--- src/rtl/srambank_pkg.sv ---
// rtl/srambank_pkg.sv - shared types and constants for the two-requester SRAM bank controller
package srambank_pkg;

    localparam int ADDR_W_DEF = 8;
    localparam int DATA_W_DEF = 18;

    localparam int REQ_A = 0;
    localparam int REQ_B = 1;

    typedef enum logic {
        CLEAR  = 1'b0,
        ACTIVE = 1'b1
    } state_t;

endpackage

--- src/rtl/srambank_rr_arb2.sv ---
// rtl/srambank_rr_arb2.sv - two-way round-robin arbiter with one-hot grant
module srambank_rr_arb2
    import srambank_pkg::*;
(
    input  logic       clk,
    input  logic       reset,
    input  logic [1:0] req,
    output logic [1:0] gnt
);

    // last_b set means B won most recently, so A takes the next tie
    logic last_b;

    always_ff @(posedge clk) begin
        if (reset) begin
            last_b <= 1'b1;
        end else if (|gnt) begin
            last_b <= gnt[REQ_B];
        end
    end

    always_comb begin
        gnt = 2'b00;
        if (req[REQ_A] && (!req[REQ_B] || last_b)) begin
            gnt[REQ_A] = 1'b1;
        end else if (req[REQ_B]) begin
            gnt[REQ_B] = 1'b1;
        end
    end

endmodule

--- src/rtl/srambank_arb2_ctrl.sv ---
// rtl/srambank_arb2_ctrl.sv - zero-fills one SRAM bank after reset, then shares it between two requesters
module srambank_arb2_ctrl
    import srambank_pkg::*;
#(
    parameter int ADDR_W         = ADDR_W_DEF,
    parameter int DATA_W         = DATA_W_DEF,
    parameter bit CLEAR_ON_RESET = 1'b1
) (
    input  logic              clk,
    input  logic              reset,
    input  logic              req_a,
    input  logic              we_a,
    input  logic [ADDR_W-1:0] addr_a,
    input  logic [DATA_W-1:0] wdata_a,
    output logic              gnt_a,
    output logic              rvalid_a,
    output logic [DATA_W-1:0] rdata_a,
    input  logic              req_b,
    input  logic              we_b,
    input  logic [ADDR_W-1:0] addr_b,
    input  logic [DATA_W-1:0] wdata_b,
    output logic              gnt_b,
    output logic              rvalid_b,
    output logic [DATA_W-1:0] rdata_b,
    output logic              init_done,
    output logic [ADDR_W-1:0] bank_addr,
    output logic [DATA_W-1:0] bank_wd,
    output logic              bank_sel,
    output logic              bank_read,
    output logic              bank_write,
    input  logic [DATA_W-1:0] bank_dout
);

    state_t            state;
    state_t            state_next;
    logic [ADDR_W-1:0] clr_cnt;
    logic [1:0]        arb_req;
    logic [1:0]        arb_gnt;
    logic              win_b;
    logic              win_we;
    logic              pend_valid;
    logic              pend_id;
    logic [DATA_W-1:0] hold_a;
    logic [DATA_W-1:0] hold_b;

    // Outputs are forced to their idle values while reset is held
    assign arb_req = {req_b, req_a} & {2{(state == ACTIVE) && !reset}};

    srambank_rr_arb2 u_arb (
        .clk   (clk),
        .reset (reset),
        .req   (arb_req),
        .gnt   (arb_gnt)
    );

    assign gnt_a     = arb_gnt[REQ_A];
    assign gnt_b     = arb_gnt[REQ_B];
    assign win_b     = arb_gnt[REQ_B];
    assign win_we    = win_b ? we_b : we_a;
    assign init_done = !reset && (state == ACTIVE);

    always_ff @(posedge clk) begin
        if (reset) begin
            state <= CLEAR_ON_RESET ? CLEAR : ACTIVE;
        end else begin
            state <= state_next;
        end
    end

    always_comb begin
        state_next = state;
        if (state == CLEAR && clr_cnt == '1) begin
            state_next = ACTIVE;
        end
    end

    always_comb begin
        bank_sel   = 1'b0;
        bank_read  = 1'b0;
        bank_write = 1'b0;
        bank_addr  = '0;
        bank_wd    = '0;
        if (!reset) begin
            if (state == CLEAR) begin
                bank_sel   = 1'b1;
                bank_write = 1'b1;
                bank_addr  = clr_cnt;
            end else if (|arb_gnt) begin
                bank_sel   = 1'b1;
                bank_write = win_we;
                bank_read  = !win_we;
                bank_addr  = win_b ? addr_b : addr_a;
                bank_wd    = win_b ? wdata_b : wdata_a;
            end
        end
    end

    always_ff @(posedge clk) begin
        if (reset) begin
            clr_cnt <= '0;
        end else if (state == CLEAR) begin
            clr_cnt <= clr_cnt + ADDR_W'(1);
        end
    end

    always_ff @(posedge clk) begin
        if (reset) begin
            pend_valid <= 1'b0;
            pend_id    <= 1'b0;
        end else begin
            pend_valid <= (|arb_gnt) && !win_we;
            pend_id    <= win_b;
        end
    end

    assign rvalid_a = !reset && pend_valid && (pend_id == 1'(REQ_A));
    assign rvalid_b = !reset && pend_valid && (pend_id == 1'(REQ_B));

    // The bank keeps dout until its next read, so capture it on the pulse to hold rdata
    always_ff @(posedge clk) begin
        if (reset) begin
            hold_a <= '0;
            hold_b <= '0;
        end else begin
            if (rvalid_a) hold_a <= bank_dout;
            if (rvalid_b) hold_b <= bank_dout;
        end
    end

    assign rdata_a = reset ? '0 : (rvalid_a ? bank_dout : hold_a);
    assign rdata_b = reset ? '0 : (rvalid_b ? bank_dout : hold_b);

endmodule
--- config.mk ---
export PLATFORM = sky130hd
export DESIGN_NAME = srambank_arb2_ctrl
export DESIGN_NICKNAME = d
export VERILOG_FILES = /design/src/rtl/srambank_pkg.sv /design/src/rtl/srambank_rr_arb2.sv /design/src/rtl/srambank_arb2_ctrl.sv
export SDC_FILE = /design/constraint.sdc
export NUM_CORES = 1
export LEC_CHECK = 0
export BUFFER_PORTS_ARGS = -buffer_cell sky130_fd_sc_hd__buf_2
export CAP_MARGIN = 20
export CORE_ASPECT_RATIO = 1.75
export CORE_MARGIN = 4
export CORE_UTILIZATION = 40
export CTS_CLUSTER_DIAMETER = 60
export DETAILED_ROUTE_END_ITERATION = 10
export GPL_ROUTABILITY_DRIVEN = 0
export GPL_TIMING_DRIVEN = 0
export PLACE_DENSITY_LB_ADDON = 0.12
export SLEW_MARGIN = 10
export SYNTH_ARGS = -nofsm -noshare
export SYNTH_HDL_FRONTEND = slang
export SYNTH_SLANG_ARGS = --single-unit
--- constraint.sdc ---
create_clock -name clk -period 3.3 [get_ports clk]
set_input_delay 0 -clock clk [delete_from_list [all_inputs] [get_ports clk]]
set_output_delay 0 -clock clk [all_outputs]
set_load 0.02 [all_outputs]
Word-level counts from Yosys, hierarchy flattened

Cells that the tools add are included.

Logic and storage cells: 49
Register bits after elaboration: 48
Output and inout port bits: 70
Input bits: 76

Bitwise operators: 3
Reduce and logical (&&, ||, !) cells: 12
$add $sub $neg: 1
Eq/ne operators: 1
Muxes and demuxes: 25

Operators by type and width:

| operator                                                       | count |
|---|---|
| 18-bit two-way mux                                             | 8 |
| 8-bit two-way mux                                              | 4 |
| 1-bit two-way mux                                              | 13 |
| 8-bit by 1-bit adder with 8-bit output (second input constant) | 1 |
| 8-bit equality test (second input constant)                    | 1 |
| 1-bit logical AND                                              | 7 |
| 1-bit logical NOT                                              | 3 |
| 2-bit bitwise AND                                              | 1 |
| 1-bit inverter                                                 | 2 |
| 2-bit OR reduction                                             | 1 |
| 1-bit logical OR                                               | 1 |

Longest topological paths before layout

Depth in word-level cells: 12
Gate-level depth with buffers: 6
Depth with buffers taken out: 4

Cells and area by module

A second synthesis with hierarchy kept.

Cells, all modules: 291
Area, all modules: 2398.6 sq um

By module, submodules not included:

| module             | cells an instance | area each (sq um) | seq. area each (sq um) | instances |
|---|---|---|---|---|
| srambank_arb2_ctrl | 284               | 2343.5            | 940.9                  | 1 |
| srambank_rr_arb2   | 7                 | 55.1              | 20.0                   | 1 |

Worst setup path after synthesis

OpenSTA, ideal clock, no wires.

Path kind: reg2out
Start: register state
End: output bank_addr[6]
Slack: 1921 ps
Cell stages (with the launch flop): 5
Buffers on the path: 2
Data required time: 3300 ps
Arrival time: 1379 ps
Path through: dfxtp_1 > clkbuf_1 > buf_2 > nor2_1 > a211oi_1

Cells in the longest elaborated chain, start to end: 10
Elaborated cells on any way between the ends: 13
Classes of those cells: mux (7); bitwise (1); reduce/logical (5)

Ends and longest elaborated chain:

| element                                                        | RTL line                                           | source |
|---|---|---|
| start: declaration                                             | srambank_arb2_ctrl.sv:34                           | `state_t state;` |
| start signal: assignment                                       | srambank_arb2_ctrl.sv:64                           | `state <= CLEAR_ON_RESET ? CLEAR : ACTIVE;` |
| start signal: assignment                                       | srambank_arb2_ctrl.sv:66                           | `state <= state_next;` |
| 1-bit logical AND                                              | srambank_arb2_ctrl.sv:47                           | `assign arb_req = {req_b, req_a} & {2{(state == ACTIVE) && !reset}};` |
| 2-bit bitwise AND                                              | srambank_arb2_ctrl.sv:47                           |  |
| 1-bit logical NOT                                              | srambank_rr_arb2.sv:24                             | `if (req[REQ_A] && (!req[REQ_B] \|\| last_b)) begin` |
| 1-bit logical OR                                               | srambank_rr_arb2.sv:24                             |  |
| 1-bit logical AND                                              | srambank_rr_arb2.sv:24                             |  |
| 1-bit two-way mux                                              | srambank_rr_arb2.sv:24                             |  |
| 8-bit two-way mux / 2-bit OR reduction (equally long branches) | srambank_arb2_ctrl.sv:92, srambank_arb2_ctrl.sv:88 |  |
| 8-bit two-way mux                                              | srambank_arb2_ctrl.sv:88                           | `end else if (\|arb_gnt) begin` |
| 8-bit two-way mux (*)                                          | srambank_arb2_ctrl.sv:84                           | `if (state == CLEAR) begin` |
| 8-bit two-way mux (*)                                          | srambank_arb2_ctrl.sv:83                           | `if (!reset) begin` |
| end: declaration                                               | srambank_arb2_ctrl.sv:26                           | `output logic [ADDR_W-1:0] bank_addr,` |

Every way passes the cells marked *; elsewhere a longest branch is shown, timed or not.

Final worst setup path

Ends and elaborated chain as after synthesis.

==> flow_metrics.tcl <==
set metrics [dict create \
    r2r_end "hold_a[7]$_DFF_P_" \
    clockRootBuffer "clkbuf_16" \
    reg2reg_depth 3 \
    setup-violations-final 0 \
    fin_util 0.5918 \
    yosys_warnings 0 \
    worstSetupPathType "register to output pin" \
    cp.arrival_ps 1710 \
    fin_crit_sh 0.5196 \
    holdCritPathClass "primary input to register" \
    post-route-drc-count 0 \
    core-area_um2 6636 \
    timing.max_cap.violations 0 \
    cpMaxStageDelayCell "dfxtp_1" \
    hold_depth 3 \
    drive_gt1_frac 0.4084 \
    cellPowerDensity_nw_per_um2 321.2 \
    yosys.area.top_type "dfxtp_1" \
    fin_nets 553 \
    grt_usage 0.1850 \
    worstSetupEndpointType "output pin" \
    drt-total-wl_mm 7.675 \
    hold_end "pend_valid$_SDFF_PP0_" \
    die_w_um 70.78 \
    drtIter0Drc 71 \
    grt_pass1_wl_mm 12.92 \
    synth_nets 383 \
    multi_input_area_um2 1540 \
    areaGrowthSynthToFinish_pct 42.36 \
    synth_cell_type_count 40 \
    clk_latency_ps 280 \
    worstHoldStart "we_b" \
    synth_area_per_cell_um2 9.016 \
    grt_overflow 0 \
    cts_buffers 5 \
    dr_total_vias 2725 \
    ios 146 \
    finalCriticalPeriod_ps 1715 \
    peakVddDrop_mv 0.2190 \
    yosys_register_bits 48 \
    ys.flop_type "dfxtp_1" \
    worst_path_largest_cell_delay_ps 330 \
    cts_tree "done" \
    synth_top_area_frac 0.3483 \
    leakage_nw 1.940 \
    cp-start-kind "register" \
    seq_area_frac_synth 0.3483 \
    grt_pass1_vias 2881 \
    cts.sink_count 48 \
    relSlewSlack 0.6545 \
    outcome "finished clean" \
    synth-edff-count 0 \
    grt_max_degree 14 \
    dieHeight_um 117.9 \
    fmax_mhz 583.2 \
    avgRoutedWirePerCell_um 13.78 \
    dieArea_um2 8342 \
    layout_commonest_cell "buf_2" \
    setup_tns_ps 0 \
    rsz0062_at_grt "false" \
    rrSetupSlack_ps 1940 \
    fin_cells 557 \
    fillers 619 \
    ant_nets 0 \
    antenna_cells 0 \
    tightest_slew_ps 517.7 \
    power.total_w 0.001261 \
    dp_hpwl_mm 6.050 \
    seq_area_um2 960.9 \
    fin_area_um2 3928 \
    fp-row-count 39 \
    cts_max_path_buffers 2 \
    placed_cell_area_um2 3582 \
    report.final.slew_viol_count 0 \
    antenna_found_initial 0 \
    path_cells "clkbuf_1 -> buf_2 -> nor2_1 -> a211oi_1 -> buf_2" \
    crit_path_max_fanout 10 \
    start_util 0.4157 \
    htreeDepth 2 \
    hold_violations 0 \
    cp.required_ps 3300 \
    syn_inst 306 \
    synthArstFlopShare 0 \
    crit_top_cell "buf_2" \
    synth_area_leaders "dfxtp_1 (35%), o31ai_4 (14%), nand2_1 (7.5%)" \
    vias_per_cell 4.892 \
    r2r_start "pend_valid$_SDFF_PP0_" \
    netlist_area_um2 2759 \
    mostFrequentLayoutCells "buf_2 (153), nand2_1 (55), dfxtp_1 (48)" \
    io_buffers 144 \
    drt-pass1-iter-count 4 \
    fin_worst_skew_ps 3.656 \
    place_inst 532 \
    path_clk_slew_ps 60 \
]
-- synthesized netlist by cell type (4+ instances only) --
cell type,number
buf_6,6
nand3_1,20
o31ai_4,18
a221o_1,5
inv_1,18
o21ai_1,20
nand2b_1,20
buf_2,9
and4_1,5
clkbuf_1,7
nor2_1,11
nand2_1,55
dfxtp_1,48
a21oi_1,4
nand3b_1,20
-- critical path: cells and delay by family, from the launching register on --
family	cells	cell delay (ps)
compound gates	1	230
buf+inv	3	800
flops	1	330
simple gates	1	70
-- routing by layer --
layer	vias to the layer above	track usage	wire length, um
met5	-	0	0
met4	0	0.05882	121
met3	8	0.05214	655
met2	116	0.3506	4036
met1	1210	0.1882	2862
li1	1391	-	-
-- worst max-delay path by stage --
stage | slack [ps] | to | from
2_1_floorplan | 1920 | bank_addr[6] | state$_SDFFE_PP0P_
3_3_place_gp | 1870 | rdata_a[1] | pend_valid$_SDFF_PP0_
3_5_place_dp | 1840 | rdata_a[1] | pend_valid$_SDFF_PP0_
4_1_cts | 1530 | rdata_a[1] | pend_valid$_SDFF_PP0_
5_1_grt | 1420 | bank_addr[6] | state$_SDFFE_PP0P_
6_report | 1590 | bank_addr[6] | state$_SDFFE_PP0P_
-- power by group --
part	leakage, nW	internal, W	switching, W
sequential	0.387	0.000582	0.00000543
clock	0.0757	0.000349	0.000199
combinational	1.48	0.0000689	0.0000569
-- stage by stage --
stage / setup WS, ps / hold slack, ps
6_report: 1585 / 68.86
4_1_cts: 1534 / 58.48
3_5_place_dp: 1844 / 219.7
3_3_place_gp: 1873 / 222.8
2_1_floorplan: 1921 / 102.2
5_1_grt: 1416 / 65.02
-- sequential cells by signal, indices dropped and copies added (netlist names) --
signal and cells:
hold_a 18, hold_b 18, clr_cnt 8, pend_id 1, pend_valid 1, state 1
u_arb.last_b 1
-- cell families after synthesis --
kind of cell | Yosys count | share of synthesized area
xor+xnor | 4 | 0.01270
buf+inv | 44 | 0.09342
simple gates | 146 | 0.2916
mux | 1 | 0.003628
compound gates | 62 | 0.2458
flops | 48 | 0.3483
fa+ha+maj | 1 | 0.004534
-- area by class of cell --
cell class                 count  area share
multi-input combinational    214      0.3922
sequential                    48      0.2447
timing repair buffer         163      0.2319
buffer                        25     0.04747
clock buffer                   5     0.03186
tap                           82     0.02612
inverter                      19     0.01816
clock inverter                 1    0.007646
-- repair_timing --
item                      4_1_cts  5_1_grt
buffers inserted                0        0
resized for setup               0        0
hold endpoints to repair       35        0
hold buffers                   19        0
No activity file was read; power rests on OpenSTA's default activity.
